## src/rtl/pol2rec.sv

```systemverilog
// pol2rec: 32-step rotation-mode CORDIC, polar (16Q16 modulus, 8Q24 degrees) to rectangular 16Q16; POL2REC_QUADEXT_EN adds a +/-90 deg pre-rotation.
// Latency 32 enabled cycles after start (enable low stalls the iteration); start restarts at any time, inputs are never back-pressured.
module pol2rec (
   input  logic        clock,
   input  logic        reset,
   input  logic        enable,
   input  logic        start,
   input  logic [31:0] mod,
   input  logic [31:0] angle,
   output logic [31:0] x,
   output logic [31:0] y,
   output logic        busy,
   output logic        done
);

   typedef enum logic {IDLE, RUN} state_t;

   state_t             state;
   logic        [5:0]  cnt;
   logic signed [33:0] xr, yr;
   logic signed [31:0] zr;
   logic signed [33:0] xr_nxt, yr_nxt, x_sh, y_sh;
   logic signed [31:0] zr_nxt, atan_i;
   logic signed [49:0] pre_prod;
   logic signed [33:0] pre_mod;
   logic signed [33:0] ld_x, ld_y;
   logic signed [31:0] ld_z;

   // round(atan(2^-i) * 180/pi * 2^24)
   function automatic logic signed [31:0] atan_lut(input logic [4:0] i);
      case (i)
         5'd0:    atan_lut = 32'sd754974720;
         5'd1:    atan_lut = 32'sd445687602;
         5'd2:    atan_lut = 32'sd235489088;
         5'd3:    atan_lut = 32'sd119537938;
         5'd4:    atan_lut = 32'sd60000934;
         5'd5:    atan_lut = 32'sd30029717;
         5'd6:    atan_lut = 32'sd15018523;
         5'd7:    atan_lut = 32'sd7509720;
         5'd8:    atan_lut = 32'sd3754917;
         5'd9:    atan_lut = 32'sd1877466;
         5'd10:   atan_lut = 32'sd938734;
         5'd11:   atan_lut = 32'sd469367;
         5'd12:   atan_lut = 32'sd234684;
         5'd13:   atan_lut = 32'sd117342;
         5'd14:   atan_lut = 32'sd58671;
         5'd15:   atan_lut = 32'sd29335;
         5'd16:   atan_lut = 32'sd14668;
         5'd17:   atan_lut = 32'sd7334;
         5'd18:   atan_lut = 32'sd3667;
         5'd19:   atan_lut = 32'sd1833;
         5'd20:   atan_lut = 32'sd917;
         5'd21:   atan_lut = 32'sd458;
         5'd22:   atan_lut = 32'sd229;
         5'd23:   atan_lut = 32'sd115;
         5'd24:   atan_lut = 32'sd57;
         5'd25:   atan_lut = 32'sd29;
         5'd26:   atan_lut = 32'sd14;
         5'd27:   atan_lut = 32'sd7;
         5'd28:   atan_lut = 32'sd4;
         5'd29:   atan_lut = 32'sd2;
         5'd30:   atan_lut = 32'sd1;
         default: atan_lut = 32'sd0;
      endcase
   endfunction

`ifdef POL2REC_QUADEXT_EN
   localparam logic signed [31:0] QUARTER = 32'sh5A000000;
`endif

   // Operand load: modulus scaled by 1/K so the CORDIC gain cancels out.
   always_comb begin
      pre_prod = $signed({{18{mod[31]}}, mod}) * 50'sd39797;
      pre_mod  = 34'(pre_prod >>> 16);
      ld_x     = pre_mod;
      ld_y     = '0;
      ld_z     = $signed(angle);
`ifdef POL2REC_QUADEXT_EN
      if ($signed(angle) > QUARTER) begin
         ld_x = '0;
         ld_y = pre_mod;
         ld_z = $signed(angle) - QUARTER;
      end else if ($signed(angle) < -QUARTER) begin
         ld_x = '0;
         ld_y = -pre_mod;
         ld_z = $signed(angle) + QUARTER;
      end
`endif
   end

   always_comb begin
      atan_i = atan_lut(cnt[4:0]);
      x_sh   = xr >>> cnt;
      y_sh   = yr >>> cnt;
      if (!zr[31]) begin
         xr_nxt = xr - y_sh;
         yr_nxt = yr + x_sh;
         zr_nxt = zr - atan_i;
      end else begin
         xr_nxt = xr + y_sh;
         yr_nxt = yr - x_sh;
         zr_nxt = zr + atan_i;
      end
   end

   assign busy = (state == RUN);

   always_ff @(posedge clock) begin
      if (reset) begin
         state <= IDLE;
         cnt   <= '0;
         xr    <= '0;
         yr    <= '0;
         zr    <= '0;
         x     <= '0;
         y     <= '0;
         done  <= 1'b0;
      end else begin
         done <= 1'b0;
         if (start) begin
            // A start mid-run simply reloads; the aborted result is dropped.
            state <= RUN;
            cnt   <= '0;
            xr    <= ld_x;
            yr    <= ld_y;
            zr    <= ld_z;
         end else if (state == RUN && enable) begin
            xr <= xr_nxt;
            yr <= yr_nxt;
            zr <= zr_nxt;
            if (cnt == 6'd31) begin
               x     <= xr_nxt[31:0];
               y     <= yr_nxt[31:0];
               done  <= 1'b1;
               state <= IDLE;
               cnt   <= '0;
            end else begin
               cnt <= cnt + 6'd1;
            end
         end
      end
   end

endmodule

```

## config.mk

```make
export PLATFORM = sky130hd
export DESIGN_NAME = pol2rec
export DESIGN_NICKNAME = d
export VERILOG_FILES = /design/src/rtl/pol2rec.sv
export SDC_FILE = /design/constraint.sdc
export NUM_CORES = 2
export LEC_CHECK = 0
export BUFFER_PORTS_ARGS = -buffer_cell sky130_fd_sc_hd__buf_2
export CAP_MARGIN = 5
export CELL_PAD_IN_SITES_DETAIL_PLACEMENT = 0
export CELL_PAD_IN_SITES_GLOBAL_PLACEMENT = 1
export CORE_AREA = 2 2 248 250
export CTS_BUF_LIST = sky130_fd_sc_hd__clkbuf_16
export DETAILED_ROUTE_END_ITERATION = 10
export DIE_AREA = 0 0 250 252
export HOLD_SLACK_MARGIN = 0.1
export PLACE_DENSITY = 0.87
export SYNTH_ARGS = -nofsm -noshare
export SYNTH_HDL_FRONTEND = slang
export SYNTH_SLANG_ARGS = --single-unit
```

## constraint.sdc

```tcl
create_clock -name clock -period 9.64 [get_ports clock]
set_clock_uncertainty 0.1 [all_clocks]
set_input_delay 1.928 -clock clock [delete_from_list [all_inputs] [get_ports clock]]
set_output_delay 1.928 -clock clock [all_outputs]
set_load 0.005 [all_outputs]
```

==> impl_metrics.env <==
export IMPL_period_needed_ns=8.17
export IMPL_num_io_pins=134
export IMPL_numCtsBuffers=25
export IMPL_die_h_um=252
export IMPL_r2r_start="cnt[3]"
export IMPL_num_rows=90
export IMPL_viasPerCell=5.95
export IMPL_ys_top_cells_by_area="fa_1 17%, dfxtp_1 13%, ha_1 13%, inv_1 5.8%, mux4_2 5.0%"
export IMPL_p_int_mw=5.12
export IMPL_worst_pin_slew_ns=1.08
export IMPL_grt_usage_pct=28.7
export IMPL_whs_ns=0.350
export IMPL_setup_viol=0
export IMPL_max_freq_mhz=122
export IMPL_fp_dieW_um=250
export IMPL_nNetsFinal=4183
export IMPL_maxCapViolations=0
export IMPL_relSlewSlack_pct=27.8
export IMPL_cts_setup_buffers=0
export IMPL_postSynthNetCount=4153
export IMPL_avgSynthCellArea_um2=8.52
export IMPL_routed_wl_mm=90.4
export IMPL_grt_pass1_wl_mm=144
export IMPL_io_buffers=133
export IMPL_ys_ff_latch=202
export IMPL_drive_above_1_share_pct=10.1
export IMPL_crit_path_max_fanout=46
export IMPL_synth_edff_count=0
export IMPL_synthDistinctLibCells=92
export IMPL_netlist_top_cells_count="465 x inv_1, 317 x ha_1, 284 x nand2_1"
export IMPL_power_frac_clock_pct=8.8
export IMPL_ff2ff_path_depth=21
export IMPL_swShare_pct=52.5
export IMPL_yosysMostFrequentCell="inv_1"
export IMPL_ant_nets=0
export IMPL_clk_latency_ns=0.58
export IMPL_syn2layout_area_growth_pct=6.53
export IMPL_hold_viol_final=0
export IMPL_crit_end="xr[32]"
export IMPL_regArea_um2=4060
export IMPL_dieArea_um2=63000
export IMPL_critPathLaunchType="flop"
export IMPL_clock_path_buffers=3
export IMPL_rsz0062_at_grt="false"
export IMPL_cp_arrival_ns=8.55
export IMPL_crit_required_ns=10.02
export IMPL_async_flop_share_pct=0
export IMPL_syn_cell_area_um2=30000
export IMPL_gp_congestion=1.02
export IMPL_rrSetupSlack_ns=1.47
export IMPL_leakagePower_nw=14.8
export IMPL_hold_buffers=0
export IMPL_yosys_warnings=0
export IMPL_synth_top_cell_by_area="fa_1"
export IMPL_finalSetupTns_ns=0
export IMPL_hold_path_class="flop to flop"
export IMPL_fin_util_pct=53.1
export IMPL_dr_pass1_iters=5
export IMPL_drt_iter0_drc=2098
export IMPL_vias=25900
export IMPL_drv_slew=0
export IMPL_synth_ff_type="dfxtp_1"
export IMPL_post_drt_wl_per_cell_um=20.8
export IMPL_path_clk_slew_ns=0.06
export IMPL_cts_sinks=202
export IMPL_multi_input_comb_area_um2=23400
export IMPL_place_hpwl_mm=71.6
export IMPL_ctsResizeCount=0
export IMPL_run_status="complete, no violations"
export IMPL_drc=0
export IMPL_pwr_share_comb_pct=81.2
export IMPL_r2r_end="xr[32]"
export IMPL_grt_max_degree=63
export IMPL_cts_tree="yes"
export IMPL_p_switching_mw=5.65
export IMPL_antenna_found_initial=2
export IMPL_clockRootBuffer="clkbuf_16"
export IMPL_p_per_area_nw_per_um2=338
export IMPL_fin_crit_sh_pct=84.7
export IMPL_first_global_vias=25400
export IMPL_seqPwrFrac_pct=10.1
export IMPL_core_um2=60100
export IMPL_synth_top_area_share_pct=16.8
export IMPL_cp_startpoint="cnt[3]"
export IMPL_initial_core_util_pct=49.8
export IMPL_fillers=5781
export IMPL_cts_htree_levels=1
export IMPL_worst_setup_path_type="flop to flop"
export IMPL_syn_inst=3516
export IMPL_overflow=0
export IMPL_max_vdd_ir_drop_mv=0.549
export IMPL_crit_path_end_kind="flop"
export IMPL_synth_seq_area_share_pct=13.5
==> per-layer routing <==
layer  up-vias  track usage (%)  wire [um]
met5         -                0         13
met4         2             8.83       3150
met3       194             4.91       6410
met2       915             46.2      40400
met1     12400             39.4      40400
li1      12300                -          -
==> critical path, stage by stage (launching register included) <==
cell and delay (ns):
dfxtp_2 1.00, buf_4 0.54, nor2b_1 0.25, a22oi_1 0.39, a32oi_1 0.39, a221oi_1 0.58
nand3_1 0.14, and4b_1 0.47, nor2_1 0.09, xnor2_1 0.15, ha_1 0.36, nand2_1 0.11
nand2b_1 0.06, a41o_1 0.24, a2111oi_0 0.93, o311ai_0 0.53, a311oi_1 0.66, a22oi_1 0.24
a221oi_1 0.34, xnor2_1 0.17, nand2_1 0.08, a211oi_1 0.22
==> worst min-delay path by stage <==
stage	from	end	cells after the start
floorplan	x[12]	x[12]	2
global placement	x[2]	x[2]	2
detailed placement	y[27]	y[27]	2
CTS	y[27]	y[27]	2
global route	x[16]	x[16]	1
finish	y[9]	y[9]	2
==> kinds of logic after synthesis <==
logic type,synth area share (%)
and+or+nand+nor,13.3
AOI/OAI and AO/OA,18.7
buffers and inverters,8.55
adders and majority gates,30.1
xor gates and xnor gates,6.12
muxes,9.84
DFF,13.5
==> metrics by stage <==
| step | area (um^2) | instances | worst slack, ns | total power [mW] |
|---|---|---|---|---|
| after floorplan | 30000 | 3516 | 1.70 | 7.81 |
| after global placement | 31100 | 4301 | 1.01 | 9.72 |
| after detailed placement | 31100 | 4301 | 0.953 | 9.79 |
| after CTS | 31900 | 4345 | 1.54 | 10.8 |
| after global routing | 31900 | 4346 | 1.09 | 12.0 |
| final | 31900 | 4346 | 1.47 | 10.8 |
==> layout make-up <==
type | instances | share of cell area [%]
repair buffers | 165 | 2.85
diodes | 1 | 0.00784
multi-input cells | 2677 | 73.3
clock buffers | 25 | 1.96
clock inverters | 19 | 0.560
inverters | 475 | 5.58
flip-flops and latches | 202 | 12.7
well taps | 782 | 3.06
==> cells in the final DEF, fill, tap and decap left out, drive strengths merged, types with 25 or more instances in the layout <==
| cell type | instances |
|---|---|
| a21oi | 252 |
| a31oi | 38 |
| xnor2 | 111 |
| o21ai | 133 |
| xor2 | 96 |
| a21o | 67 |
| nand2 | 284 |
| a211oi | 60 |
| nand3 | 43 |
| nor3 | 50 |
| clkbuf | 25 |
| o22ai | 35 |
| inv | 475 |
| mux4 | 67 |
| mux2i | 97 |
| nand2b | 27 |
| a22o | 62 |
| fa | 252 |
| and2 | 27 |
| ha | 317 |
| mux2 | 41 |
| dfxtp | 202 |
| buf | 165 |
| nor2 | 253 |
| and3 | 33 |
| nor2b | 27 |
==> power groups by stage <==
| stage | clock network [mW] | logic (mW) | registers, mW |
|---|---|---|---|
| after detailed placement | 0 | 8.70 | 1.10 |
| after floorplan | 0 | 6.80 | 1.02 |
| after CTS | 0.969 | 8.75 | 1.08 |
| after global routing | 1.01 | 9.93 | 1.09 |
| final | 0.947 | 8.75 | 1.08 |
| after global placement | 0 | 8.63 | 1.09 |
==> registers in the layout, indices dropped and copies added, names as in the netlist <==
signal  count
xr         34
yr         34
x          32
y          32
zr         32
atan_i     30
cnt         6
busy        1
done        1
No activity file was read; power rests on OpenSTA's default activity.
